**config.mk**
```make
export PLATFORM = sky130hd
export DESIGN_NAME = fu_mem_pipe
export DESIGN_NICKNAME = d
export VERILOG_FILES = /design/src/rtl/fu_mem_pipe.sv
export SDC_FILE = /design/constraint.sdc
export NUM_CORES = 1
export LEC_CHECK = 0
export ABC_AREA = 1
export BUFFER_PORTS_ARGS = -buffer_cell sky130_fd_sc_hd__buf_4
export CAP_MARGIN = 20
export CORE_MARGIN = 2
export CORE_UTILIZATION = 40
export CTS_CLUSTER_SIZE = 10
export DETAILED_ROUTE_END_ITERATION = 8
export HOLD_SLACK_MARGIN = 0.08
export PLACE_DENSITY = 0.74
export SYNTH_ARGS = -nofsm -noshare
export SYNTH_HDL_FRONTEND = slang
export SYNTH_SLANG_ARGS = --single-unit
```
**constraint.sdc**
```tcl
create_clock -name clk -period 4 [get_ports clk]
set_clock_uncertainty 0.05 [all_clocks]
set_input_delay 1 -clock clk [delete_from_list [all_inputs] [get_ports clk]]
set_output_delay 1 -clock clk [all_outputs]
set_load 0.01 [all_outputs]
```
**src/rtl/fu_mem_pipe.sv**
```systemverilog
// Load/store functional unit: registered memory request, fixed-latency tracking
// pipeline and an in-order result FIFO with occupancy-based back-pressure.
module fu_mem_pipe #(
  parameter int unsigned ADDR_W  = 32,
  parameter int unsigned LATENCY = 2,
  parameter int unsigned DEPTH   = 4,
  parameter int unsigned TAG_W   = 5
) (
  input  logic              clk,
  input  logic              rst_n,
  input  logic              EN,
  output logic              ready,
  input  logic              mem_w,
  input  logic [2:0]        bhw,
  input  logic [ADDR_W-1:0] rs1_data,
  input  logic [31:0]       rs2_data,
  input  logic [ADDR_W-1:0] imm,
  input  logic [TAG_W-1:0]  tag_in,
  output logic              mem_req,
  output logic              mem_we,
  output logic [ADDR_W-1:0] mem_addr,
  output logic [31:0]       mem_wdata,
  output logic [3:0]        mem_wstrb,
  input  logic [31:0]       mem_rdata,
  output logic              finish,
  input  logic              finish_ack,
  output logic [31:0]       mem_data,
  output logic [TAG_W-1:0]  tag_out,
  output logic              err
);

  localparam int unsigned PTR_W = $clog2(DEPTH);
  localparam int unsigned CNT_W = $clog2(DEPTH + 1);
  localparam int unsigned PW    = TAG_W + 7;

  logic              accept, pop, push;
  logic [ADDR_W-1:0] addr;
  logic              iss_err;
  logic [3:0]        iss_strb;
  logic [31:0]       iss_wdata;

  logic              req_q, req_d, we_q, we_d;
  logic [3:0]        strb_q, strb_d;
  logic [ADDR_W-1:0] addr_q;
  logic [31:0]       wdata_q;

  assign accept = EN & ready;
  assign pop    = finish & finish_ack;

  always_comb begin
    addr      = rs1_data + imm;
    iss_err   = 1'b0;
    iss_strb  = 4'b0000;
    iss_wdata = rs2_data;
    case (bhw[1:0])
      2'b00: begin
        iss_strb  = 4'b0001 << addr[1:0];
        iss_wdata = {4{rs2_data[7:0]}};
      end
      2'b01: begin
        iss_strb  = 4'b0011 << {addr[1], 1'b0};
        iss_wdata = {2{rs2_data[15:0]}};
        iss_err   = addr[0];
      end
      2'b10: begin
        iss_strb = 4'b1111;
        iss_err  = |addr[1:0];
      end
      default: iss_err = 1'b1;
    endcase
    // Unsigned variants exist only for loads, and never for 11x encodings.
    if (bhw[2] && (mem_w || bhw[1])) iss_err = 1'b1;
    req_d  = accept & ~iss_err;
    we_d   = req_d & mem_w;
    strb_d = we_d ? iss_strb : 4'b0000;
  end

  always_ff @(posedge clk) begin
    if (!rst_n) begin
      req_q   <= 1'b0;
      we_q    <= 1'b0;
      strb_q  <= '0;
      addr_q  <= '0;
      wdata_q <= '0;
    end else begin
      req_q  <= req_d;
      we_q   <= we_d;
      strb_q <= strb_d;
      if (accept) begin
        addr_q  <= {addr[ADDR_W-1:2], 2'b00};
        wdata_q <= iss_wdata;
      end
    end
  end

  assign mem_req   = req_q;
  assign mem_we    = we_q;
  assign mem_addr  = addr_q;
  assign mem_wdata = wdata_q;
  assign mem_wstrb = strb_q;

  // Stage 0 coincides with the request cycle; stage LATENCY with the data cycle.
  logic [LATENCY:0] pv_q;
  logic [PW-1:0]    pd_q [LATENCY+1];

  always_ff @(posedge clk) begin
    if (!rst_n) pv_q <= '0;
    else        pv_q <= {pv_q[LATENCY-1:0], accept};
  end

  always_ff @(posedge clk) begin
    pd_q[0] <= {tag_in, iss_err, mem_w, bhw, addr[1:0]};
    for (int unsigned i = 1; i <= LATENCY; i++) pd_q[i] <= pd_q[i-1];
  end

  logic [PW-1:0]    tail;
  logic [1:0]       t_off;
  logic [2:0]       t_bhw;
  logic             t_w, t_err;
  logic [TAG_W-1:0] t_tag;
  logic [31:0]      shifted, res_d;

  assign push  = pv_q[LATENCY];
  assign tail  = pd_q[LATENCY];
  assign t_off = tail[1:0];
  assign t_bhw = tail[4:2];
  assign t_w   = tail[5];
  assign t_err = tail[6];
  assign t_tag = tail[PW-1:7];

  always_comb begin
    shifted = mem_rdata >> {t_off, 3'b000};
    res_d   = '0;
    if (!t_err && !t_w) begin
      case (t_bhw)
        3'b000:  res_d = {{24{shifted[7]}}, shifted[7:0]};
        3'b001:  res_d = {{16{shifted[15]}}, shifted[15:0]};
        3'b010:  res_d = mem_rdata;
        3'b100:  res_d = {24'b0, shifted[7:0]};
        3'b101:  res_d = {16'b0, shifted[15:0]};
        default: res_d = '0;
      endcase
    end
  end

  logic [31:0]      bdata_q [DEPTH];
  logic [TAG_W-1:0] btag_q  [DEPTH];
  logic             berr_q  [DEPTH];
  logic [PTR_W-1:0] wr_q, rd_q;
  logic [CNT_W-1:0] bcnt_q, occ_q;

  always_ff @(posedge clk) begin
    if (!rst_n) begin
      wr_q   <= '0;
      rd_q   <= '0;
      bcnt_q <= '0;
      occ_q  <= '0;
      for (int unsigned i = 0; i < DEPTH; i++) begin
        bdata_q[i] <= '0;
        btag_q[i]  <= '0;
        berr_q[i]  <= 1'b0;
      end
    end else begin
      if (push) begin
        bdata_q[wr_q] <= res_d;
        btag_q[wr_q]  <= t_tag;
        berr_q[wr_q]  <= t_err;
        wr_q          <= wr_q + 1'b1;
      end
      if (pop) rd_q <= rd_q + 1'b1;
      bcnt_q <= bcnt_q + CNT_W'(push) - CNT_W'(pop);
      occ_q  <= occ_q + CNT_W'(accept) - CNT_W'(pop);
    end
  end

  // Occupancy includes in-flight ops, so the buffer always has room on push.
  assign ready    = occ_q < CNT_W'(DEPTH);
  assign finish   = bcnt_q != '0;
  assign mem_data = bdata_q[rd_q];
  assign tag_out  = btag_q[rd_q];
  assign err      = berr_q[rd_q];

endmodule

```
==> run summary, run 1 <==
The tools report the DRC marker count from the first detailed-route iteration as 786. The flow ran to the end, and the final reports show no timing, DRC or antenna violations. The run gives 0.386 as the sequential share of power.

The post-synthesis instance total was 1706; the part of the Yosys area used for sequential elements was 0.5100. The tools report the initial antenna violation count as 0. Final worst slack: 0.5962 ns. The run gives 251 as the count of pins on the block boundary.

Final-layout setup total negative slack: 0 ns. The die boundary width was 188.1 um. For hold timing, the worst endpoint is pd_q[0][28]. At the placement stage, the worst setup path has a slack of 0.9757 ns. For the overall track demand over capacity in global routing, the log shows 0.2149.

The final setup violation count is 0. For the worst flop-to-flop path, the logic depth is 10. The relative max-transition margin was 0.3173; the power per cell area was 515.6 nW/um^2. The number of hold buffers added after CTS was 0.

Yosys mapped a number of flops with a built-in enable equal to 149. The depth of the CTS H-tree came out at 2. After layout, the design draws a total of 8.696 mW. From synthesis to final layout, the design area changed by 24.35%. The setup check on the worst reg-to-reg path leaves a slack of 1.69 ns. The number of hold violations in the final report is 0, and the via-per-instance ratio is 5.113. The classification of the worst-slack hold path was reg -> reg. The flip-flop and latch count after synthesis is 271, and the worst-case hold slack is 0.2564 ns. The tools report the clock share of power as 0.341. The floorplan has 67 rows. Setup repair after global routing left no endpoint under its margin.

The average footprint of a synthesized cell was 7.950 um^2. For this run, the leading register cell type out of synthesis is edfxtp_1. The finished cells cover 16870 um^2.

TritonCTS built the clock tree. Data on the critical path is required at its endpoint by 2.95 ns. For the worst setup path, the data arrival time is 2.35 ns. Routed wire length per instance: 16.01 um. Summing over every cut layer, the via total after detailed routing is 12270. For this run, design rule violations remaining after detail routing come to 0. The total area of sequential cells came out at 6918 um^2. The cell depth of the worst min-delay path was 0; the count of maximum capacitance violations was 0. In this run the worst path has a maximum fanout of 32. Final-layout fill cell count: 3178. 0 antenna diodes ended up in the layout. Buffers placed on the I/O ports in this run total 248. Based on the critical path, the design can be clocked at up to 293.8 MHz. The switching fraction of total power is 0.3134. The number of setup buffers added after CTS is 0.

The shortest clock period the worst path allows after layout is 3.404 ns. The start point of the worst hold path was pd_q[0][16]. Category of the most critical setup path: reg -> out. The logs give 61310 um for the wire length of the first global-routing pass and 38420 um for the sum of routed wire length over all layers. During synthesis, Yosys emitted a total of 0 warnings. For the post-cts resize count, the log shows 0.

The source of the worst register-to-register timing path is bcnt_q[1]. In this run the cell area measured after placement is 15790 um^2. STA classifies the critical path startpoint as a flop.

The count of clock tree sinks was 271. The slew at the pin with the worst max-slew slack is 1.024 ns. Once detailed placement completed, the half-perimeter wirelength came to 26390 um. Number of clock buffers inserted by TritonCTS: 34.

Summing all multi-input logic gate instances after layout gives 5421 um^2. The logs give 0.53 ns for the later-pin clock latency in the skew report and 33450 um^2 for the core outline area. Cell-internal power: 5.971 mW. After the last flow step, the layout net total stands at 2106. The run gives 0.9359 as the final weighted congestion of routability-driven global placement. The worst setup path is captured at a primary output. The fraction of power consumed by combinational cells came out at 0.273. The first detailed-routing pass took 5 iterations.

The logs give 35400 um^2 for the area enclosed by the die boundary and 0.2658 mV for the highest ir drop seen on vdd. The share of post-route cells with drive strength above 1 was 0.1779; the number of distinct library cells after synthesis was 41. Summed over all cells, the static leakage comes to 8.095 nW. The period utilization came out at 0.8509. In this run the critical register-to-register path is captured at occ_q[2]. The tree is rooted in a clkbuf_16.

In this run the deepest clock path goes through 3 buffers. The initial standard-cell utilization of the core came out at 0.4055. The die is 188.1 um tall. Entering global routing, the biggest net connects 77 pins. The cell area that synthesis handed to floorplanning was 13560 um^2. The residual overflow from global routing is 0, and the number of max-slew violations in the final report is 0. The share of synthesized flip-flops with an asynchronous set or reset was 0; the power dissipated by switching net loads was 2.725 mW. Post-route antenna net violation count: 0.

The number of global-route vias before repair is 12090, and the CTS clock-pin slew for the worst setup and hold paths is 0.06 ns.
==> layout make-up <==
cell class	count	area share
multi-input cells	1116	0.3214
well taps	448	0.03323
clock buffers	56	0.05838
repair buffers	265	0.1180
inverters	239	0.05334
clock inverters	4	0.005490
flip-flops and latches	271	0.4102
==> routing by layer <==
layer	share of wire	track usage	vias up
li1	-	-	5990
met1	0.41	0.2692	5658
met2	0.48	0.3683	521
met3	0.084	0.04267	98
met4	0.028	0.07601	0
met5	0	0	-
==> cell usage in the layout, fill, tap and decap left out, types with 17 or more instances in the layout <==
cell type and n:
ha_1 35, edfxtp_1 149, nand3_1 61, dfxtp_1 121, nand2_1 363, clkbuf_1 18, inv_1 221, nor2_1 270
inv_2 17, clkbuf_16 35, a21oi_1 83, buf_4 265, o22ai_1 38, o21ai_0 150
==> cells in the mapped netlist, types with 7 or more instances <==
library cell / number / area (um^2)
inv_2: 15 / 56.30
a22oi_1: 14 / 105.1
nor3_1: 8 / 40.04
o221ai_1: 8 / 70.07
dfxtp_1: 122 / 2442
clkbuf_1: 67 / 251.5
buf_2: 7 / 35.03
nand2_1: 363 / 1363
o211ai_1: 11 / 82.58
a31oi_1: 12 / 75.07
o21ai_0: 150 / 750.7
o22ai_1: 38 / 237.7
inv_1: 223 / 837.1
nor2_1: 270 / 1013
ha_1: 35 / 437.9
xor2_1: 9 / 78.83
nand2_2: 9 / 56.30
a21oi_1: 83 / 415.4
edfxtp_1: 149 / 4474
nand3_1: 61 / 305.3
==> worst max-delay path, cell delays in order (launching register included) <==
cell	delay [ns]
dfxtp_2	0.32
inv_2	0.38
buf_4	0.40
o21ai_0	0.15
o22ai_1	0.38
buf_4	0.20
==> through the flow <==
step                        util  instances
after global placement    0.4720       2339
after floorplan                -       1707
final                     0.5042       2399
after CTS                 0.5042       2399
after detailed placement  0.4720       2339
after global routing      0.5042       2399
==> worst max-delay path by stage <==
stage | start | end | cells past startpoint
after CTS | flop | mem_data[7] | 5
after global placement | rs1_data[0] | mem_wstrb[3] | 10
after floorplan | wr_q[0] | bdata_q[3][0] | 2
after global routing | flop | mem_data[7] | 5
after detailed placement | rst_n | bdata_q[0][12] | 6
final | flop | mem_data[7] | 5
==> power groups by stage <==
stage	sequential, mW	clock, mW	combinational (mW)
final	3.35	2.97	2.37
after detailed placement	3.40	0	2.38
after CTS	3.35	3.02	2.39
after global routing	3.38	3.13	2.64
after global placement	3.40	0	2.32
after floorplan	3.43	0	1.28
==> cells by family after synthesis <==
group / Yosys count / share of synthesized area
AOI/OAI and AO/OA: 334 / 0.1374
xor gates and xnor gates: 15 / 0.009687
adders and majority gates: 38 / 0.03672
buffers and inverters: 320 / 0.09160
DFF: 271 / 0.5100
other: 1 / 0.0002765
and+or+nand+nor: 727 / 0.2144
==> registers in the layout (all words and copies together), names as in the netlist, 3 cells and up, named ones only <==
register / cells
bdata_q: 128
pv_q: 3
pd_q: 36
mem_wdata: 32
btag_q: 20
occ_q: 3
mem_addr: 30
bcnt_q: 3
mem_wstrb: 4
berr_q: 4
(Power assumes the default switching activity.)
==> run 2, diff against run 1 <==
--- a/config.mk
+++ b/config.mk
@@ -9,11 +9,11 @@
 export BUFFER_PORTS_ARGS = -buffer_cell sky130_fd_sc_hd__buf_4
 export CAP_MARGIN = 20
 export CORE_MARGIN = 2
-export CORE_UTILIZATION = 40
+export CORE_UTILIZATION = 51
 export CTS_CLUSTER_SIZE = 10
 export DETAILED_ROUTE_END_ITERATION = 8
 export HOLD_SLACK_MARGIN = 0.08
-export PLACE_DENSITY = 0.74
+export PLACE_DENSITY = 0.88
 export SYNTH_ARGS = -nofsm -noshare
 export SYNTH_HDL_FRONTEND = slang
 export SYNTH_SLANG_ARGS = --single-unit
==> constraint.sdc (replaced) <==
create_clock -name clk -period 2.8 [get_ports clk]
set_clock_uncertainty 0.05 [all_clocks]
set_input_delay 0.7 -clock clk [delete_from_list [all_inputs] [get_ports clk]]
set_output_delay 0.7 -clock clk [all_outputs]
set_load 0.01 [all_outputs]
==> run 2 against run 1 <==
Hold slack lost 0.042 ns. Critical path depth shrank 1. First-iteration DRC count grew 75%. Combinational power grew 45%. Sequential power grew 43%. Critical path type unchanged. Critical endpoint unchanged.
==> run summary, run 2 (synthesis results as in run 1) <==
The run finished with clean final reports. The detailed placer's ending HPWL was 26970 um (was 26390 um). The die boundary width came out at 167.1 um (was 188.1 um).

The slew at the pin with the worst max-slew slack was 0.7763 ns (was 1.024 ns); the power dissipated by switching net loads was 3.764 mW (was 2.725 mW). Residual overflow from global routing: 0 (unchanged). For the net total in the final layout, the log shows 2110 (was 2106). The total DRC errors in the routed layout is 0 (unchanged), and the shortest clock period the worst path allows after layout is 2.673 ns. TritonCTS built the clock tree. The via-per-instance ratio is 5.457 (was 5.113), and the count of vias placed by the detailed router is 12490 (was 12270). The count of input and output buffers is 248 (unchanged). The total design power came out at 11.79 mW (was 8.696 mW). The register bank with the most flops is bdata_q (unchanged). The post-cts resize count is 0 (unchanged), and the count of maximum capacitance violations is 0 (unchanged).

The routed wire length per instance was 16.86 um (was 16.01 um); the critical path data arrival time was 1.92 ns (was 2.35 ns). Setup repair after global routing left no endpoint under its margin. Core outline area: 26060 um^2 (was 33450 um^2). The sum of routed wire length over all layers was 38570 um (was 38420 um).

For the number of clock buffers inserted by TritonCTS, the log shows 31 (was 34). The later-pin clock latency in the skew report came out at 0.54 ns (was 0.53 ns). The endpoint kind of the worst setup timing path is a primary output (unchanged).

Switching fraction of total power: 0.3191 (was 0.3134). The maximum single-stage delay on the critical path works out to 0.38 ns (was 0.40 ns). The total number of placement rows is 59 (was 67), and the post-synthesis to final-layout area growth is 22.51% (was 24.35%). The logs give 0.6259 mV (was 0.2658 mV) for the highest ir drop seen on vdd and 0.5205 (was 0.4055) for the initial standard-cell utilization of the core. The vertical die dimension is 167.1 um (was 188.1 um), and the cell-internal power is 8.030 mW (was 5.971 mW). For the depth of the CTS H-tree, the log shows 1 (was 2).

The classification of the worst-slack hold path is in -> reg (was reg -> reg). The terminus of the critical flop-to-flop path was bdata_q[0][21] (was occ_q[2]). The maximum buffer depth of the clock tree was 3 (unchanged); the period utilization was 0.9545. The total leakage power was 8.044 nW (was 8.095 nW). The DRC marker count from the first detailed-route iteration was 1373 (was 786); the maximum number of pins on one net before global-route repair was 77 (unchanged). Flip-flop count of the largest register after layout: 128 (unchanged). The power per cell area came out at 709.8 nW/um^2 (was 515.6 nW/um^2). For the initial antenna violation count, the log shows 0 (unchanged).

The run gives 0 (unchanged) as the total of hold buffers inserted after clock tree synthesis. The overall track demand over capacity in global routing is 0.2694 (was 0.2149). Most frequent cells in the layout: nand2_1 (363), nor2_1 (270), buf_4 (267), inv_1 (221), o21ai_0 (150) (was nand2_1 (363), nor2_1 (270), buf_4 (265), inv_1 (221), o21ai_0 (150)). The run gives 5 (unchanged) as the iteration count of the initial detailed-routing pass. The post-CTS setup buffer count came out at 0 (unchanged).

The post-route antenna net violation count came out at 0 (unchanged). The CTS root buffer is clkbuf_16 (unchanged). The cell at the slowest stage of the critical path was dfxtp_2 (was buf_4). The number of max-slew violations in the final report was 0 (unchanged). The category of the most critical setup path was reg -> out (unchanged). The tools report the sequential share of power as 0.407 (was 0.386). The most common library cell in the layout ignoring fill and taps is nand2_1 (unchanged). The fmax was 374.2 MHz.

The source of the worst register-to-register timing path is pd_q[0][24] (was bcnt_q[1]). The run gives 271 (unchanged) as the count of clock tree sinks. The logs give 0.4825 (was 0.3173) for the relative max-transition margin and 0 (unchanged) for the count of inserted antenna diode cells.

Share of post-route cells with drive strength above 1: 0.1767 (was 0.1779). The tools report the endpoint required time on the critical path as 2.05 ns (was 2.95 ns). The tools report the type of element launching the critical path as a flop (unchanged).

The final weighted congestion of routability-driven global placement was 0.9306 (was 0.9359). The number of global-route vias before repair is 12130 (was 12090). The worst setup path endpoint is mem_data[7] (unchanged). The logs give 2208 (was 3178) for the final-layout fill cell count and 0 (unchanged) for the number of hold violations in the final report. Count of pins on the block boundary: 251 (unchanged). The depth of the worst register-to-register path is 9 (was 10), and the maximum fanout encountered on the critical timing path is 76 (was 32).

The CTS clock-pin slew for the worst setup and hold paths was 0.06 ns (about the same). The fraction of power consumed by combinational cells was 0.292 (was 0.273); the wire length of the first global-routing pass was 60980 um (was 61310 um). List of cells traversed by the critical path: buf_12 > o21ai_0 > o22ai_1 > buf_4 (was inv_2 > buf_4 > o21ai_0 > o22ai_1 > buf_4). For the final setup violation count, the log shows 0 (unchanged). The area enclosed by the die boundary was 27910 um^2 (was 35400 um^2); the register-to-register setup slack was 0.37 ns (was 1.69 ns). The final-layout setup total negative slack is 0 ns (unchanged). The tools report the clock share of power as 0.301 (was 0.341).
[run 2: changes by cell type in the layout (fill, tap and decap cells not counted), moves of 3 or more]
cell	previous run	this run
buf_12	0	3
clkbuf_1	18	22
clkbuf_16	35	31
clkbuf_8	3	0
[run 2: final cells by class]
type                            count  area, um^2  share of cell area
Clock buffer                       53       858.3             0.05166
Clock inverter                      2       10.01           0.0006024
Inverter                          239       902.1             0.05429
Multi-Input combinational cell   1116        5421              0.3263
Sequential cell                   271        6918              0.4163
Tap cell                          335       419.2             0.02523
Timing Repair Buffer              272        2087              0.1256
[run 2: worst min-delay path by stage]
stage | startpoint | to | slack, ns | cells after the start
detailed placement | pd_q[0][0] | pd_q[0][12] | 0.26 | 0
global route | tag_in[4] | pd_q[0][11] | 0.20 | 1
CTS | tag_in[4] | pd_q[0][11] | 0.20 | 1
finish | tag_in[4] | pd_q[0][11] | 0.21 | 1
floorplan | pd_q[0][0] | pd_q[0][12] | 0.26 | 0
global placement | pd_q[0][3] | pd_q[0][15] | 0.26 | 0
[run 2: power by group through the flow]
| stage | sequential [mW] | clock [mW] | combinational, mW |
|---|---|---|---|
| after floorplan | 4.90 | 0 | 1.83 |
| final | 4.80 | 3.55 | 3.44 |
| after detailed placement | 4.86 | 0 | 3.41 |
| after global routing | 4.83 | 3.75 | 3.79 |
| after global placement | 4.85 | 0 | 3.33 |
| after CTS | 4.79 | 3.57 | 3.43 |
[run 2: worst max-delay path, delay by kind of cell (launching register included)]
kind	cells	cell delay [ns]
buffers and inverters	2	0.50
AO/OA/AOI/OAI	2	0.48
flip-flops	1	0.38
[run 2: routing by layer]
| layer | up-vias | routed length [um] | track usage |
|---|---|---|---|
| met2 | 640 | 19070 | 0.4713 |
| met4 | 0 | 1383 | 0.1023 |
| met1 | 5747 | 14820 | 0.3364 |
| met3 | 113 | 3302 | 0.04135 |
| li1 | 5985 | - | - |
| met5 | - | 0 | 0 |
[run 2: stage by stage]
| step | worst slack (ns) | area [um^2] | instances | util | hold slack [ns] |
|---|---|---|---|---|---|
| after floorplan | 0.09393 | 13570 | 1707 | - | 0.2596 |
| after global placement | 0.1500 | 15740 | 2233 | 0.6039 | 0.2599 |
| after detailed placement | 0.05590 | 15740 | 2233 | 0.6039 | 0.2621 |
| after CTS | 0.02033 | 16610 | 2288 | 0.6373 | 0.1989 |
| after global routing | 0.04806 | 16620 | 2288 | 0.6376 | 0.1993 |
| final | 0.1273 | 16620 | 2288 | 0.6376 | 0.2140 |
==> run 3, diff against run 2 <==
--- a/config.mk
+++ b/config.mk
@@ -6,7 +6,7 @@
 export NUM_CORES = 1
 export LEC_CHECK = 0
 export ABC_AREA = 1
-export BUFFER_PORTS_ARGS = -buffer_cell sky130_fd_sc_hd__buf_4
+export BUFFER_PORTS_ARGS = -buffer_cell sky130_fd_sc_hd__clkbuf_2
 export CAP_MARGIN = 20
 export CORE_MARGIN = 2
 export CORE_UTILIZATION = 51
==> run 3 against run 2 <==
Critical path depth increased by 1. Sequential power about the same. Worst setup slack improved by 0.0027 ns. Cell count about the same. Fmax increased by 0.10%. Global-route usage decreased by 0.95 points. Total power decreased by 2.0%. Clock power increased by 2%. Wire length decreased by 3.5%. First-iteration DRC count decreased by 7.1%. Critical path type unchanged. Hold slack got worse by 0.0012 ns.
==> run summary, run 3 (synthesis results as in run 1) <==
The switching fraction of total power works out to 0.3211 (was 0.3191). Maximum buffer depth of the clock tree: 3 (unchanged). The register bank with the most flops was bdata_q (unchanged). Endpoint required time on the critical path: 2.05 ns (about the same). The run gives 0 (unchanged) as the count of inserted antenna diode cells. The number of max-slew violations in the final report came out at 0 (unchanged). The die boundary width is 167.1 um (unchanged), and the maximum single-stage delay on the critical path is 0.40 ns (was 0.38 ns). The logs give 0.2600 (was 0.2694) for the overall track demand over capacity in global routing and 2289 (was 2288) for the final non-filler cell total.

The start point of the worst hold path was tag_in[2] (was tag_in[4]). Family with the most delay on the worst path: buffers and inverters (unchanged). The routed wire length per instance was 16.27 um (was 16.86 um).

Via-per-instance ratio: 5.436 (was 5.457). The clock share of power was 0.313 (was 0.301). For the core outline area, the log shows 26060 um^2 (unchanged). The number of buffer and inverter stages on the critical path works out to 3 (was 2).

List of cells traversed by the critical path: inv_1 > buf_12 > o21ai_0 > o22ai_1 > clkbuf_2 (was buf_12 > o21ai_0 > o22ai_1 > buf_4). The run gives 1276 (was 1373) as the DRC marker count from the first detailed-route iteration. Source of the worst register-to-register timing path: pd_q[0][24] (unchanged). Residual overflow from global routing: 0 (unchanged). The logs give 0 (unchanged) for the initial antenna violation count and 0 (unchanged) for the post-CTS setup buffer count. The tools report the initial standard-cell utilization of the core as 0.5205 (unchanged). The net total in the final layout is 2112 (was 2110), and the power dissipated by switching net loads is 3.713 mW (was 3.764 mW). Category of the most critical setup path: reg -> out (unchanged). The logs give 59 (unchanged) for the total number of placement rows and 0 (unchanged) for the total of hold buffers inserted after clock tree synthesis. The run gives 11910 (was 12130) as the number of global-route vias before repair.

TritonCTS built the clock tree. The post-synthesis to final-layout area growth was 18.71% (was 22.51%); the count of pins on the block boundary was 251 (unchanged). The endpoint kind of the worst setup timing path is a primary output (unchanged).

The logs give 7.849 mW (was 8.030 mW) for the cell-internal power and 0.3097 (was 0.3364) for the global routing met1 resource utilization. Later-pin clock latency in the skew report: 0.54 ns (about the same). The final-layout setup total negative slack was 0 ns (unchanged). The tools report the critical path data arrival time as 1.92 ns (about the same). For the count of maximum capacitance violations, the log shows 0 (unchanged). The worst-case hold slack was 0.2128 ns (was 0.2140 ns); the flip-flop count of the largest register after layout was 128 (unchanged).

The run gives 0 (unchanged) as the number of hold violations in the final report. For the number of clock buffers inserted by TritonCTS, the log shows 31 (unchanged). The final-layout fill cell count came out at 2207 (was 2208). The run gives 0 (unchanged) as the total DRC errors in the routed layout. The count of clock tree sinks is 271 (unchanged), and the detailed placer's ending HPWL is 26170 um (was 26970 um). Share of post-route cells with drive strength above 1: 0.1801 (was 0.1767).

The final setup violation count is 0 (unchanged), and the count of input and output buffers is 248 (unchanged). The cell at the slowest stage of the critical path was dfxtp_1 (was dfxtp_2). For the routing usage on met3, the log shows 0.04135 (unchanged). The flow ran to the end, and the final reports show no timing, DRC or antenna violations. For the pre-CTS worst setup slack, the log shows 0.09876 ns (was 0.05590 ns). The run gives 0 (unchanged) as the post-route antenna net violation count.

The period utilization is 0.9536 (was 0.9545), and the power per cell area is 718.1 nW/um^2 (was 709.8 nW/um^2). The layer carrying the most global-route usage is met2 (unchanged). The fraction of power consumed by combinational cells was 0.273 (was 0.292); the final worst slack was 0.1300 ns (was 0.1273 ns). For the maximum number of pins on one net before global-route repair, the log shows 77 (unchanged). Most frequent cells in the layout: nand2_1 (363), nor2_1 (270), clkbuf_2 (248), inv_1 (221), o21ai_0 (150) (was nand2_1 (363), nor2_1 (270), buf_4 (267), inv_1 (221), o21ai_0 (150)). The iteration count of the initial detailed-routing pass came out at 6 (was 5).

The sequential share of power is 0.414 (was 0.407). The shortest clock period the worst path allows after layout was 2.670 ns (was 2.673 ns). Type of element launching the critical path: a flop (unchanged). The tools report the met2 layer usage reported by global route as 0.4659 (was 0.4713). The tools report the CTS root buffer as clkbuf_16 (unchanged). The run gives 58600 um (was 60980 um) as the wire length of the first global-routing pass. The post-cts resize count is 1 (was 0), and the maximum fanout encountered on the critical timing path is 34 (was 76). The most common library cell in the layout ignoring fill and taps was nand2_1 (unchanged). The total instance count after detailed placement came out at 2235 (was 2233).

The highest ir drop seen on vdd came out at 0.6068 mV (was 0.6259 mV). The tools report the total leakage power as 7.921 nW (was 8.044 nW). The tools report the depth of the CTS H-tree as 1 (unchanged). Sum of routed wire length over all layers: 37240 um (was 38570 um). The vertical die dimension was 167.1 um (unchanged); the count of vias placed by the detailed router was 12440 (was 12490). The classification of the worst-slack hold path is in -> reg (unchanged).

The tools report the area enclosed by the die boundary as 27910 um^2 (unchanged). The relative max-transition margin is 0.5084 (was 0.4825). Slew at the pin with the worst max-slew slack: 0.7374 ns (was 0.7763 ns). The CTS clock-pin slew for the worst setup and hold paths is 0.06 ns (about the same), and the final weighted congestion of routability-driven global placement is 0.9339 (was 0.9306). The fmax was 374.5 MHz (was 374.2 MHz).
## run 3: changes by cell type in the layout (fill, tap and decap cells not counted), sizes merged
cell / previous run / this run
buf: 272 / 26
clkbuf: 53 / 302
clkinv: 2 / 0
## run 3: path summary, 6_finish.rpt
kind	end	slack, ns	cells after the start
hold / removal	pd_q[0][9]	0.21	1
setup reg to reg	bdata_q[2][21]	0.48	9
hold reg to reg	pd_q[0][28]	0.27	0
setup / recovery	mem_data[15]	0.13	5
## run 3: worst reg2reg max path, cell delays in order, from the launching register on
cell and delay [ns]:
dfxtp_1 0.69, inv_2 0.12, o21ai_1 0.20, nand2_2 0.10
nand3_4 0.13, o21ai_2 0.08, inv_2 0.21, o21ai_0 0.16
nand2_1 0.22, nor2_1 0.09
## run 3: area by class of cell
class	count	area, um^2	area share
inverter	239	902.1	0.05603
sequential	271	6918	0.4297
tap	335	419.2	0.02603
clock buffer	54	902.1	0.05603
multi-input combinational	1116	5440	0.3379
timing repair buffer	274	1519	0.09434
## run 3: per-layer routing
layer,share of wire,vias up
met1,0.38,5738
li1,-,6008
met2,0.50,597
met5,0,-
met4,0.039,0
met3,0.088,99
## run 3: power by group through the flow
stage	registers (mW)	clock network [mW]	logic [mW]
finish	4.79	3.62	3.15
global route	4.82	3.85	3.49
CTS	4.78	3.67	3.14
detailed placement	4.85	0	3.11
global placement	4.84	0	3.01
floorplan	4.90	0	1.83
## run 3: stage by stage
| step | cell area, um^2 | utilization | power [mW] |
|---|---|---|---|
| 2_1_floorplan | 13570 | - | 6.731 |
| 3_3_place_gp | 15170 | 0.5821 | 7.853 |
| 3_5_place_dp | 15170 | 0.5821 | 7.967 |
| 4_1_cts | 16080 | 0.6169 | 11.59 |
| 5_1_grt | 16100 | 0.6179 | 12.16 |
| 6_report | 16100 | 0.6179 | 11.56 |
